--- src/rtl/shift_reg_n_pkg.sv ---
// Shared types for the shift_reg_n register slice: operation mode encoding.
// Optional parity output of the top is controlled by SHIFT_REG_PARITY_EN.
package shift_reg_pkg;

   localparam int MODE_W = 3;

   typedef enum logic [MODE_W-1:0] {
      MODE_HOLD = 3'b000,
      MODE_LOAD = 3'b001,
      MODE_SHL  = 3'b010,
      MODE_SHR  = 3'b011,
      MODE_ROTL = 3'b100,
      MODE_ROTR = 3'b101,
      MODE_ASHR = 3'b110,
      MODE_CLR  = 3'b111
   } mode_e;

   function automatic logic is_shift_mode(input mode_e m);
      return (m == MODE_SHL) || (m == MODE_SHR) || (m == MODE_ROTL) ||
             (m == MODE_ROTR) || (m == MODE_ASHR);
   endfunction

endpackage

--- src/rtl/shift_reg_n_sat_counter.sv ---
// Saturating up-counter with synchronous clear; at_max flags count == MAX.
// Clear takes priority over increment; the count never wraps.
module sat_counter #(
   parameter int CNT_W = 4,
   parameter int MAX   = 8
) (
   input  logic             clk,
   input  logic             rst,
   input  logic             inc,
   input  logic             clr,
   output logic [CNT_W-1:0] count,
   output logic             at_max
);

   localparam logic [CNT_W-1:0] MaxVal = CNT_W'(MAX);

   logic [CNT_W-1:0] count_d, count_q;

   always_comb begin
      count_d = count_q;
      if (clr) begin
         count_d = '0;
      end else if (inc && (count_q != MaxVal)) begin
         count_d = count_q + CNT_W'(1);
      end
   end

   always_ff @(posedge clk) begin
      if (!rst) begin
         count_q <= '0;
      end else begin
         count_q <= count_d;
      end
   end

   assign count  = count_q;
   assign at_max = (count_q == MaxVal);

endmodule

--- src/rtl/shift_reg_n.sv ---
// WIDTH-bit mode-selected shift/rotate/load register with saturating shift counter.
// Define SHIFT_REG_PARITY_EN to add a registered parity output of the register.
module shift_reg_n
   import shift_reg_pkg::*;
#(
   parameter  int WIDTH = 8,
   localparam int CNT_W = $clog2(WIDTH + 1)
) (
   input  logic              clk,
   input  logic              rst,
   input  logic [MODE_W-1:0] mode,
   input  logic [WIDTH-1:0]  din,
   input  logic              sin,
   input  logic              count_clr,
   output logic [WIDTH-1:0]  dout,
   output logic              sout,
   output logic [CNT_W-1:0]  shift_cnt,
`ifdef SHIFT_REG_PARITY_EN
   output logic              parity,
`endif
   output logic              done
);

   mode_e            mode_s;
   logic [WIDTH-1:0] dout_d, dout_q;
   logic             sout_d, sout_q;
   logic             cnt_inc, cnt_clr;

   assign mode_s = mode_e'(mode);

   // sin is only consumed by SHL/SHR, so an undriven sin cannot leak into other modes.
   always_comb begin
      dout_d = dout_q;
      sout_d = sout_q;
      unique case (mode_s)
         MODE_HOLD: ;
         MODE_LOAD: dout_d = din;
         MODE_SHL: begin
            dout_d = {dout_q[WIDTH-2:0], sin};
            sout_d = dout_q[WIDTH-1];
         end
         MODE_SHR: begin
            dout_d = {sin, dout_q[WIDTH-1:1]};
            sout_d = dout_q[0];
         end
         MODE_ROTL: begin
            dout_d = {dout_q[WIDTH-2:0], dout_q[WIDTH-1]};
            sout_d = dout_q[WIDTH-1];
         end
         MODE_ROTR: begin
            dout_d = {dout_q[0], dout_q[WIDTH-1:1]};
            sout_d = dout_q[0];
         end
         MODE_ASHR: begin
            dout_d = {dout_q[WIDTH-1], dout_q[WIDTH-1:1]};
            sout_d = dout_q[0];
         end
         MODE_CLR: begin
            dout_d = '0;
            sout_d = 1'b0;
         end
         default: ;
      endcase
   end

   always_ff @(posedge clk) begin
      if (!rst) begin
         dout_q <= '0;
         sout_q <= 1'b0;
      end else begin
         dout_q <= dout_d;
         sout_q <= sout_d;
      end
   end

   assign cnt_inc = is_shift_mode(mode_s);
   assign cnt_clr = count_clr || (mode_s == MODE_LOAD) || (mode_s == MODE_CLR);

   sat_counter #(
      .CNT_W (CNT_W),
      .MAX   (WIDTH)
   ) u_sat_counter (
      .clk    (clk),
      .rst    (rst),
      .inc    (cnt_inc),
      .clr    (cnt_clr),
      .count  (shift_cnt),
      .at_max (done)
   );

`ifdef SHIFT_REG_PARITY_EN
   logic parity_d, parity_q;

   assign parity_d = ^dout_d;

   always_ff @(posedge clk) begin
      if (!rst) begin
         parity_q <= 1'b0;
      end else begin
         parity_q <= parity_d;
      end
   end

   assign parity = parity_q;
`endif

   assign dout = dout_q;
   assign sout = sout_q;

endmodule
--- config.mk ---
export PLATFORM = sky130hd
export DESIGN_NAME = shift_reg_n
export DESIGN_NICKNAME = d
export VERILOG_FILES = /design/src/rtl/shift_reg_n_pkg.sv /design/src/rtl/shift_reg_n_sat_counter.sv /design/src/rtl/shift_reg_n.sv
export SDC_FILE = /design/constraint.sdc
export NUM_CORES = 1
export LEC_CHECK = 0
export ABC_AREA = 1
export BUFFER_PORTS_ARGS = -buffer_cell sky130_fd_sc_hd__buf_2
export CAP_MARGIN = 20
export CORE_MARGIN = 3
export CORE_UTILIZATION = 48
export CTS_CLUSTER_DIAMETER = 200
export CTS_CLUSTER_SIZE = 14
export DETAILED_ROUTE_END_ITERATION = 10
export HOLD_SLACK_MARGIN = 0.02
export PLACE_DENSITY = 0.77
export RECOVER_POWER = 100
export SYNTH_ARGS = -nofsm -noshare
export SYNTH_HDL_FRONTEND = slang
export SYNTH_HIERARCHICAL = 1
export SYNTH_SLANG_ARGS = --single-unit
--- constraint.sdc ---
create_clock -name clk -period 1.6 [get_ports clk]
set_input_delay 0.32 -clock clk [delete_from_list [all_inputs] [get_ports clk]]
set_output_delay 0.32 -clock clk [all_outputs]
set_load 0.02 [all_outputs]
==> summary.txt <==
hold endpoint - dout[7]
number of distinct library cells after synthesis - 19
clk_lat worst skew - 0.29 ns
cell count of the worst reg-to-reg path - 5
Buf+Inv Stages, Crit Path - 3
maximum number of pins on one net before global-route repair - 11
cell count after synthesis - 136
Netlist Area Pre-Place - 838.3 µm²
DR WL/cell - 11.41 µm
routed wire length on met2 - 1017 µm
Clock Tree Buf Depth - 2
first-iteration detailed-routing DRC count - 42
initial antenna violation count - 0
top achievable clock speed - 648.1 MHz
worst rel slew slack - 79.91%
clock sink count - 13
worst slack at placement - 0.06430 ns
total power density per cell area - 729.6 nW/µm²
startpoint of the worst setup timing path - u_sat_counter/count[1]
number of standard-cell rows in the floorplan - 14
die width - 47.79 µm
Slowest cell on crit path - dfxtp_4
Fill cells - 156
top cell family by delay on the critical path - flip-flops
synthesis-to-finish area growth - 24.78%
run status - finished clean
total die area - 2284 µm²
Multi-input gate area - 500.5 µm²
clock transition at the registers of the reported paths - 0.08 ns
1st-pass router iterations - 4
routed metal-1 wirelength - 925 µm
setup repair after global routing missed its margin - false
total met3 wirelength after detailed routing - 148 µm
grt total ovfl - 0
Core Area - 1577 µm²
DR vias/cell - 5.303
arrival time worst endpoint - 1.22 ns
Peak VDD IR - 0.7254 mV
H-tree depth reported by CTS - 1
Critical Setup Path Class - register to output port
measured slew at the worst slew-check pin - 0.2990 ns
end of the worst register-to-register path - u_sat_counter/count[1]
sequential cell area fraction in the yosys report - 31.04%
die height - 47.79 µm
antenna-violating nets left - 0
Critical R2R Launch - u_sat_counter/count[1]
via count of the first global-routing pass - 884
slowest stage delay, CP - 0.36 ns
element type at the critical path end - output port
Sequential Area - 267.8 µm²
I/O Pins - 29
number of cells on the worst hold path - 3
net count after synthesis - 153
final-layout setup total negative slack - 0 ns
Clock Root Buffer - clkbuf_4
Synth area leaders - dfxtp_1, nand2_1, nor2_1
net total in the final layout - 190
sum of net half-perimeters after detailed placement - 1698 µm
flop-to-flop setup slack - 0.56 ns
worst setup slack after layout - 0.05708 ns
GRT Resource Usage Total - 21.93%
Max-cap violations - 0
area share of the largest cell type after synthesis - 31.04%
port buffer count - 28
highest net fanout along the worst path - 5
final-report setup violation count - 0
Synth area leader - dfxtp_1
via count - 997
Hold Crit Start - rst
Worst Path Required - 1.28 ns
Warnings, synthesis - 6
number of buffers created by CTS - 3
shortest period the worst path allows - 1.543 ns
crit path launch type - register
Max Used Layer - met4
leakage dissipation - 0.5115 nW
DRC violation count after routing - 0
share of the clock period used by the worst path after layout - 96.43%
global-route wire length before repair - 3539 µm
cell seen most often among critical-path stages - inv_1
CTS tree - built
GP Congestion - 0.8847
kind of path behind the tightest hold check - primary input to register
Initial Util - 53.17%
Avg Cell Area, Syn - 6.164 µm²
Ant. Diodes - 0
Total Routed Length - 2145 µm
number of flip-flops and latches in the synthesized netlist - 13
CP Cell Sequence - inv_1 > ha_2 > nand3_2 > inv_1 > buf_4
layout cell share with drive strength beyond 1 - 18.02%
Fin. Hold Viols - 0
Max Slew Vio Count - 0
skew final - 0.003994 ns
-- layout make-up --
cell class | count | area share, %
inverters | 20 | 7.177
flip-flops and latches | 13 | 25.60
multi-input cells | 103 | 47.85
repair buffers | 32 | 14.95
well taps | 16 | 1.914
clock buffers | 4 | 2.512
-- metal layers --
metal  up-vias  global-route usage [%]
met5         -                       0
li1        512                       -
met3         7                   3.759
met2        42                   37.20
met4         0                   12.37
met1       436                   25.73
-- registers in the layout, summed over array words and instances, names as in the netlist --
name / cells
dout: 8
u_sat_counter/count: 4
sout: 1
-- worst min-delay path, stage by stage --
cell     delay, ns
buf_2         0.14
nand2_1       0.07
nor2_1        0.04
-- synth_stat cells, drive strengths merged --
master / n
nand4: 5
o221ai: 2
a31oi: 1
nand2: 37
nand3: 15
a21oi: 11
ha: 2
nor2: 24
inv: 20
dfxtp: 13
nor3: 1
o21ai: 4
or3b: 1
-- worst max-delay path by stage --
| stage | end | slack [ns] | cells after the start |
|---|---|---|---|
| after CTS | done | 0.009 | 5 |
| after floorplan | done | 0.30 | 4 |
| final | done | 0.06 | 5 |
| after detailed placement | u_sat_counter/count[2] | 0.06 | 7 |
| after global placement | u_sat_counter/count[2] | 0.08 | 7 |
| after global routing | done | 0.001 | 5 |
-- power by group --
part | internal (mW) | switching [mW] | leakage [nW]
clock network | 0.0971 | 0.119 | 0.0150
logic | 0.0674 | 0.119 | 0.389
registers | 0.341 | 0.0195 | 0.108
total | 0.505 | 0.258 | 0.512
-- logic make-up (layout without fill, tap and decap cells) --
| kind of cell | Yosys count | count (layout) | synth area share, % |
|---|---|---|---|
| buffers and inverters | 20 | 56 | 8.955 |
| flip-flops | 13 | 13 | 31.04 |
| AND/OR/NAND/NOR | 83 | 83 | 45.22 |
| adder cells (fa/ha/maj) | 2 | 2 | 2.985 |
| AO/OA/AOI/OAI | 18 | 18 | 11.79 |
-- repair_timing --
action | in CTS | in global routing
resized for setup | 2 | 4
setup buffers | 0 | 1
pin swaps | 0 | 1
endpoints found under the setup margin | 1 | 1
hold buffers | 0 | 0
-- cells in the final DEF (no fill, tap or decap), drive strengths merged --
cell type / Yosys / layout
nor3: 1 / 1
a31oi: 1 / 1
inv: 20 / 20
nand3: 15 / 15
nor2: 24 / 24
nand2: 37 / 37
or3b: 1 / 1
dfxtp: 13 / 13
nand4: 5 / 5
clkbuf: 0 / 17
buf: 0 / 19
o21ai: 4 / 4
a21oi: 11 / 11
ha: 2 / 2
o221ai: 2 / 2
-- per-stage QoR --
step	cells	total power, mW	hold slack [ns]	cell area, µm²	util [%]
2_1_floorplan	136	0.4874	0.4458	838.3	-
5_1_grt	188	0.8062	0.3481	1046	66.35
4_1_cts	187	0.7702	0.3145	1050	66.59
6_report	188	0.7631	0.3161	1046	66.35
3_3_place_gp	183	0.5521	0.4858	1021	64.76
3_5_place_dp	183	0.5576	0.4965	1021	64.76
No activity file was read; power rests on OpenSTA's default activity.
